==> src/rtl/paralelo_serial_tx_pkg.sv <==
// -----------------------------------------------------------------------------
// paralelo_serial_tx_pkg
// Symbols and types shared by the serial lane transmitter and receiver.
//   COMMA_SYM   : idle / alignment symbol placed on the lane
//   SYNC_FRAMES : number of COMMA frames sent after reset before data may flow
//   ps_state_e  : transmitter phase (SYNC after reset, RUN once aligned)
// -----------------------------------------------------------------------------
package paralelo_serial_tx_pkg;

    localparam logic [7:0] COMMA_SYM   = 8'hBC;
    localparam int         SYNC_FRAMES = 4;

    typedef enum logic {
        SYNC = 1'b0,
        RUN  = 1'b1
    } ps_state_e;

endpackage : paralelo_serial_tx_pkg

==> src/rtl/paralelo_serial_tx_if.sv <==
// -----------------------------------------------------------------------------
// paralelo_serial_tx_if
// Byte-wide valid/ready channel into the serial transmitter.
//   data_in_PS : byte offered by the source
//   valid_PS   : data_in_PS is valid
//   ready_PS   : transmitter can take a byte this cycle
// Modports: master = byte source, slave = transmitter.
// -----------------------------------------------------------------------------
interface paralelo_serial_tx_if;

    logic [7:0] data_in_PS;
    logic       valid_PS;
    logic       ready_PS;

    modport master (
        output data_in_PS,
        output valid_PS,
        input  ready_PS
    );

    modport slave (
        input  data_in_PS,
        input  valid_PS,
        output ready_PS
    );

endinterface : paralelo_serial_tx_if

==> src/rtl/paralelo_serial_tx_hold_reg.sv <==
// -----------------------------------------------------------------------------
// ps_hold_reg
// One-entry valid/ready holding register between the byte source and the
// serialiser.
//   clk_32f, reset_L : bit clock, asynchronous active-low reset
//   data_in, valid   : byte offered by the source
//   ready            : register empty (combinational from hold_full)
//   drop             : accepted byte is consumed without being stored
//   unload           : serialiser took the held byte this edge
//   hold, hold_full  : stored byte and its occupancy flag
//   comma_drop       : one-cycle pulse after a byte was consumed via drop
// -----------------------------------------------------------------------------
module ps_hold_reg (
    input  logic       clk_32f,
    input  logic       reset_L,
    input  logic [7:0] data_in,
    input  logic       valid,
    output logic       ready,
    input  logic       drop,
    input  logic       unload,
    output logic [7:0] hold,
    output logic       hold_full,
    output logic       comma_drop
);

    logic accept;
    logic store;

    // ready depends only on hold_full, so an accept (hold empty) and an
    // unload (hold full) can never land on the same edge.
    assign ready  = ~hold_full;
    assign accept = valid & ~hold_full;
    assign store  = accept & ~drop;

    // NOTE: sequential state uses non-blocking assignments so every register
    // samples the pre-edge values regardless of statement order.
    // NOTE: hold is a single register, not a memory array, so it is reset
    // along with its flag; a byte held at reset must never leak out later.
    always_ff @(posedge clk_32f or negedge reset_L) begin
        if (!reset_L) begin
            hold       <= '0;
            hold_full  <= 1'b0;
            comma_drop <= 1'b0;
        end else begin
            comma_drop <= accept & drop;
            if (store) begin
                hold      <= data_in;
                hold_full <= 1'b1;
            end else if (unload) begin
                hold_full <= 1'b0;
            end
        end
    end

endmodule : ps_hold_reg

==> src/rtl/paralelo_serial_tx.sv <==
// -----------------------------------------------------------------------------
// paralelo_serial_tx
// Parallel-to-serial lane transmitter, MSB first, one bit per clk_32f cycle.
// After reset it sends SYNC_COUNT COMMA frames so the receiver can align,
// then sends held data bytes, filling idle frame slots with COMMA.
//   clk_32f, reset_L : bit clock, asynchronous active-low reset
//   bus (slave)      : data_in_PS / valid_PS / ready_PS byte handshake
//   data_out_PS      : registered serial bit
//   sync_done        : high once the SYNC burst has completed
//   comma_drop       : one-cycle pulse when an offered COMMA byte is filtered
// Build option: PS_COMMA_FILTER_EN -- accepted bytes equal to COMMA are
// consumed but not transmitted (their slot goes out as idle COMMA). When it
// is undefined such bytes are sent like any data and comma_drop stays 0.
// -----------------------------------------------------------------------------
module paralelo_serial_tx
    import paralelo_serial_tx_pkg::*;
#(
    parameter logic [7:0] COMMA      = COMMA_SYM,
    parameter int         SYNC_COUNT = SYNC_FRAMES
) (
    input  logic                 clk_32f,
    input  logic                 reset_L,
    paralelo_serial_tx_if.slave  bus,
    output logic                 data_out_PS,
    output logic                 sync_done,
    output logic                 comma_drop
);

    localparam int FC_W = $clog2(SYNC_COUNT + 1);

    ps_state_e       state, state_nx;
    logic [FC_W-1:0] frame_cnt, frame_cnt_nx;
    logic            sync_done_nx;
    logic [2:0]      cnt;
    logic [7:0]      shreg;
    logic [7:0]      frame;
    logic [7:0]      hold;
    logic            hold_full;
    logic            unload;
    logic            drop;
    logic            boundary;
    logic            frame_end;

    assign boundary  = (cnt == 3'd0);
    assign frame_end = (cnt == 3'd7);

`ifdef PS_COMMA_FILTER_EN
    assign drop = (bus.data_in_PS == COMMA);
`else
    assign drop = 1'b0;
`endif

    ps_hold_reg u_hold (
        .clk_32f    (clk_32f),
        .reset_L    (reset_L),
        .data_in    (bus.data_in_PS),
        .valid      (bus.valid_PS),
        .ready      (bus.ready_PS),
        .drop       (drop),
        .unload     (unload),
        .hold       (hold),
        .hold_full  (hold_full),
        .comma_drop (comma_drop)
    );

    // FSM state, SYNC frame counter and the sticky sync_done flag.
    always_ff @(posedge clk_32f or negedge reset_L) begin
        if (!reset_L) begin
            state     <= SYNC;
            frame_cnt <= '0;
            sync_done <= 1'b0;
        end else begin
            state     <= state_nx;
            frame_cnt <= frame_cnt_nx;
            sync_done <= sync_done_nx;
        end
    end

    // Next state and the frame chosen for the next boundary.
    // NOTE: every output gets a default before the case so no path leaves a
    // variable unassigned, which would otherwise infer a latch.
    always_comb begin
        state_nx     = state;
        frame_cnt_nx = frame_cnt;
        sync_done_nx = sync_done;
        unload       = 1'b0;
        frame        = COMMA;
        case (state)
            SYNC: begin
                if (frame_end) begin
                    frame_cnt_nx = frame_cnt + FC_W'(1);
                    // Last COMMA bit goes out on this edge; RUN takes over at
                    // the following boundary.
                    if (frame_cnt == FC_W'(SYNC_COUNT - 1)) begin
                        state_nx     = RUN;
                        sync_done_nx = 1'b1;
                    end
                end
            end
            RUN: begin
                if (boundary && hold_full) begin
                    frame  = hold;
                    unload = 1'b1;
                end
            end
            default: state_nx = SYNC;
        endcase
    end

    // Bit counter and shift register. At the boundary the MSB of the new
    // frame goes straight to the line; the copy in shreg supplies bits 6..0.
    always_ff @(posedge clk_32f or negedge reset_L) begin
        if (!reset_L) begin
            cnt         <= 3'd0;
            shreg       <= '0;
            data_out_PS <= 1'b0;
        end else begin
            cnt <= cnt + 3'd1;
            if (boundary) begin
                shreg       <= frame;
                data_out_PS <= frame[7];
            end else begin
                data_out_PS <= shreg[3'd7 - cnt];
            end
        end
    end

endmodule : paralelo_serial_tx

==> src/flat_wrapper.sv <==
// flat-port wrapper written by rule: the top's interface ports become plain ports
module paralelo_serial_tx_flat import paralelo_serial_tx_pkg::*;
#(
    parameter logic [7:0] COMMA      = COMMA_SYM,
    parameter int         SYNC_COUNT = SYNC_FRAMES
)
  (clk_32f, reset_L, data_out_PS, sync_done, comma_drop, bus_data_in_PS, bus_valid_PS, bus_ready_PS);
  paralelo_serial_tx_if bus_i ();
  input  logic clk_32f;
  input  logic reset_L;
  output logic data_out_PS;
  output logic sync_done;
  output logic comma_drop;
  input wire logic [$bits(bus_i.data_in_PS)-1:0] bus_data_in_PS;
  input wire logic [$bits(bus_i.valid_PS)-1:0] bus_valid_PS;
  output wire logic [$bits(bus_i.ready_PS)-1:0] bus_ready_PS;
  assign bus_i.data_in_PS = bus_data_in_PS;
  assign bus_i.valid_PS = bus_valid_PS;
  assign bus_ready_PS = bus_i.ready_PS;
  paralelo_serial_tx #(.COMMA(COMMA), .SYNC_COUNT(SYNC_COUNT)) u_core (.clk_32f(clk_32f), .reset_L(reset_L), .bus(bus_i), .data_out_PS(data_out_PS), .sync_done(sync_done), .comma_drop(comma_drop));
endmodule
==> config.mk <==
export PLATFORM = sky130hd
export DESIGN_NAME = paralelo_serial_tx_flat
export DESIGN_NICKNAME = d
export VERILOG_FILES = /design/src/rtl/paralelo_serial_tx_pkg.sv /design/src/rtl/paralelo_serial_tx_if.sv /design/src/rtl/paralelo_serial_tx_hold_reg.sv /design/src/rtl/paralelo_serial_tx.sv /design/src/flat_wrapper.sv
export SDC_FILE = /design/constraint.sdc
export NUM_CORES = 1
export LEC_CHECK = 0
export CORE_MARGIN = 1.5
export CORE_UTILIZATION = 60
export DETAILED_ROUTE_END_ITERATION = 7
export DONT_BUFFER_PORTS = 1
export GPL_ROUTABILITY_DRIVEN = 0
export PLACE_DENSITY_LB_ADDON = 0.1
export SLEW_MARGIN = 15
export SYNTH_ARGS = -nofsm -noshare
export SYNTH_HDL_FRONTEND = slang
export SYNTH_HIERARCHICAL = 1
export SYNTH_SLANG_ARGS = --single-unit
==> constraint.sdc <==
create_clock -name clk_32f -period 1.71 [get_ports clk_32f]
set_input_delay 0.2565 -clock clk_32f [delete_from_list [all_inputs] [get_ports clk_32f]]
set_output_delay 0.2565 -clock clk_32f [all_outputs]
set_load 0.05 [all_outputs]
Word-level counts from Yosys, hierarchy flattened:

Cells that the tools add are included.

* word-level logic and storage cells: 34
* register bits: 26
* output and inout port bits: 4
* input port bits: 11

* equal/unequal tests: 2
* magnitude comparators: 1
* reductions and logical operators: 5
* bitwise logic cells: 3
* $add $sub $neg: 3
* multiplexer cells: 12

Operators with widths (count)
* 2-to-1 mux 8 bit: 2
* 2-to-1 mux 1 bit: 9
* adder 3 x 1 -> 3 bit (second input constant): 2
* less-than comparator 3 x 4 -> 1 bit (second input constant): 1
* binary-select mux 1 bit (select 3 bit): 1
* equality test 3 x 2 -> 1 bit (second input constant): 1
* equality test 3 bit (second input constant): 1
* logical NOT 3 bit: 1
* AND reduction 3 bit: 1
* subtractor 3 bit (first input constant): 1
* inverter 1 bit: 2
* AND reduction 2 bit: 1
* nonzero test 2 bit: 1
* bitwise AND 1 bit: 1
* logical AND 1 bit: 1

Logic depth before layout (Yosys ltp):

* word-level depth: 6
* depth in mapped cells: 6
* mapped depth without buffers: 6

Cells and area by module:

The synthesis kept the hierarchy.

Modules (own cells, without submodules)
* paralelo_serial_tx: seq. area each 425.4 um2, instances 1, area an instance 755.7 um2, cells an instance 57
* ps_hold_reg: seq. area each 250.2 um2, instances 1, area an instance 376.6 um2, cells an instance 22

Worst setup path before layout:

No wires, ideal clock.

* kind: reg2reg
* start: register u_core.cnt[0]
* end: register u_core.shreg[2]
* clock period less this slack: 1310 ps
* buffers on the path: 0
* setup time: 121 ps
* slack: 400 ps
* data required time: 1589 ps
* arrival time: 1189 ps
* cell stages (with the launch flop): 6
* cells stage by stage: dfrtp_1 > inv_1 > ha_1 > nor2b_4 > nand3_2 > o22a_1

* longest elaborated chain between the ends: 4

Ends and longest elaborated chain
* from (decl): RTL line paralelo_serial_tx.sv:34 `logic [2:0] cnt;`
* from (signal assigned): RTL line paralelo_serial_tx.sv:118 `cnt <= cnt + 3'd1;`
* logical NOT 3 bit *: RTL line paralelo_serial_tx.sv:44 `assign boundary = (cnt == 3'd0);`
* logical AND 1 bit: RTL line paralelo_serial_tx.sv:101 `if (boundary && hold_full) begin`
* 2-to-1 mux 8 bit: RTL line paralelo_serial_tx.sv:101
* 2-to-1 mux 8 bit: RTL line paralelo_serial_tx.sv:88 `case (state)`
* to (signal assigned): RTL line paralelo_serial_tx.sv:120 `shreg <= frame;`
* to (decl): RTL line paralelo_serial_tx.sv:35 `logic [7:0] shreg;`

Every way passes the cells marked *; elsewhere a longest branch is shown, timed or not.
A chain may end at the register's enable or synchronous reset.

Worst setup path after layout:

* start: register u_core.cnt[0]
* end: register u_core.shreg[5]

The elaborated chain is that of the path after synthesis.

==> flow_metrics.tcl <==
set metrics [dict create \
    max_cap_violations 0 \
    reg2reg_from "u_core/cnt[0]$_DFF_PN0_" \
    layout-drive-gt1-share_pct 26.74 \
    worstSetupPathType "reg2reg" \
    tns_ns 0 \
    yosysUniqueCellTypes 24 \
    port_buffers 0 \
    drt-total-wl_um 1609 \
    power_leakage_nw 0.5765 \
    ys.flop_type "dfrtp_1" \
    top_level_ports 15 \
    seq_area_frac_synth_pct 59.67 \
    antenna_found_initial 0 \
    synth.largest_area_cell "dfrtp_1" \
    grt_max_degree 28 \
    syn_inst 79 \
    cts_tree "built" \
    area.growth.synth_to_final_pct 8.508 \
    r2r-end "u_core/shreg[5]$_DFFE_PN0N_" \
    hold_class "in2reg" \
    place_area_um2 1167 \
    drv_slew 0 \
    cp_slowest_stage_delay_ns 0.47 \
    clock-sinks 27 \
    firstDrtPassIters 2 \
    synth_area_leaders "dfrtp_1 (60%), mux2_2 (9.9%), ha_1 (5.5%)" \
    worstSetupEndpoint "u_core/shreg[5]$_DFFE_PN0N_" \
    clock.fmax_ghz 0.6773 \
    vias 599 \
    power_density_nw_per_um2 1177 \
    timing.final.crit_share_pct 86.35 \
    drc 0 \
    drt_iter0_markers 1 \
    grt_pass1_vias 589 \
    cts_made_buffers 3 \
    rrSetupSlack_ns 0.23 \
    clkLatencyLatePin_ns 0.33 \
    status "finished, final reports clean" \
    rsz0062_at_grt "false" \
    synth.most_common_cell "dfrtp_1" \
    synth_edf_count 0 \
    antennaDiodeCount 0 \
    synth-async-reset-ratio_pct 100.0 \
    dp_hpwl_um 1195 \
    row_count 15 \
    clockRootBuffer "clkbuf_4" \
    die_w_um 46.44 \
    finClkSkew_ns 0.01027 \
    startpoint_type "register" \
    coreArea_um2 1745 \
    crit_family "flip-flops" \
    syn-cell-area_um2 1132 \
    yosysWarnings 6 \
    cp_max_fo 6 \
    cts_buffer_depth 2 \
    cp-startpoint "u_core/cnt[0]$_DFF_PN0_" \
    r2r_cells 5 \
    avgRoutedWirePerCell_um 14.50 \
    detail_route.vias_per_cell 5.396 \
    fin_util_pct 70.39 \
    ir_drop_mv 0.7765 \
    synth.top_cell.area_share_pct 59.67 \
    endpoint_kind "register" \
    die_h_um 46.44 \
    min_period_ns 1.477 \
    synth_seq_cells 27 \
    fillers 139 \
    crit_cells 5 \
    synthTopCellsByCount "dfrtp_1 (27), mux2_2 (10), ha_1 (5), inv_1 (5), nand2_1 (5)" \
    clk_pin_slew_ns 0.15 \
    finalHoldViolCount 0 \
    initial_utilization_pct 64.87 \
    crit_required_ns 1.94 \
    gr-total-overflow 0 \
    cp.arrival_ns 1.71 \
    dieArea_um2 2157 \
    synth_area_per_cell_um2 14.33 \
    globalRouteTotalUtil_pct 19.98 \
    h-tree-depth 1 \
    design_area_um2 1229 \
    path_cells "inv_1 > ha_1 > nor2b_4 > nand3_2 > o22a_1" \
    fin_nets 103 \
    setup-violations-final 0 \
    slowest_stage "dfrtp_1" \
    cp_num_buf_inv 1 \
    grt_pass1_wl_um 2739 \
    antenna_left 0 \
]
## sequential cells by signal, summed over array words and instances (netlist names)
name                      cells
u_core/shreg                  8
u_core/u_hold/hold            8
u_core/cnt                    3
u_core/frame_cnt              3
u_core/data_out_PS            1
u_core/state                  1
u_core/sync_done              1
u_core/u_hold/comma_drop      1
u_core/u_hold/hold_full       1
## report_power, final
part	leakage (nW)	internal, mW	switching (mW)
clock network	0.0183	0.0955	0.194
registers	0.318	0.783	0.124
logic	0.241	0.151	0.0994
## timing repair
action / CTS / global route
gates resized for setup: 0 / 0
hold buffers: 2 / 0
setup buffers: 0 / 0
hold endpoints to repair: 27 / 0
## placed cells by master, fill, tap and decap left out, types with 2 or more instances in the layout
cell type / count
inv_1: 5
nand3_1: 2
o21ai_0: 2
a22o_1: 3
conb_1: 2
nand2_1: 5
o21bai_1: 2
dfrtp_1: 27
ha_1: 5
mux2_2: 10
clkbuf_4: 3
o22a_1: 4
## metal layers
metal	wire [um]	share of wire [%]	vias to the layer above	GRT usage [%]
li1	-	-	290	-
met4	46	2.9	0	12.00
met1	758	47	292	25.91
met3	78	4.8	5	8.235
met5	0	0	-	0
met2	726	45	12	27.78
## kinds of logic (layout without fill, tap and decap cells)
family          after synthesis  in the layout  share of synthesized area (%)
flops                        27             27                          59.67
simple gates                 15             15                          10.17
compound gates               12             12                          8.287
mux                          12             12                          13.26
buf+inv                       6             12                          1.989
fa+ha+maj                     5              5                          5.525
other cells                   1              2                         0.3312
xor+xnor                      1              1                         0.7736
## layout make-up
cell class,count,area [um^2],share of cell area [%]
inverter,6,22.52,1.833
tap,25,31.28,2.546
clock buffer,3,22.52,1.833
timing repair buffer,2,30.03,2.444
multi-input combinational,47,437.9,35.64
sequential,27,675.6,54.99
clock inverter,1,8.758,0.7128
## per-stage QoR
stage	instances	hold slack (ns)	power (mW)	setup WS (ns)
6_report	111	0.05453	1.447	0.2335
5_1_grt	111	0.02063	1.539	0.1115
4_1_cts	111	0.03700	1.468	0.2180
3_5_place_dp	105	-0.03859	1.158	0.2591
3_3_place_gp	105	-0.03860	1.148	0.3189
2_1_floorplan	80	-0.03909	1.106	0.3996
## worst min path at each step
stage                            startpoint                                 to  slack, ns  cells after the start
after floorplan                     reset_L            u_core/cnt[0]$_DFF_PN0_      -0.04                      0
after global placement              reset_L  u_core/u_hold/hold[5]$_DFFE_PN0P_      -0.04                      0
after detailed placement            reset_L  u_core/u_hold/hold[5]$_DFFE_PN0P_      -0.04                      0
after CTS                 bus_data_in_PS[1]  u_core/u_hold/hold[1]$_DFFE_PN0P_       0.04                      1
after global routing      bus_data_in_PS[0]  u_core/u_hold/hold[0]$_DFFE_PN0P_       0.02                      1
final                     bus_data_in_PS[2]  u_core/u_hold/hold[2]$_DFFE_PN0P_       0.05                      1
No activity file was read; power rests on OpenSTA's default activity.
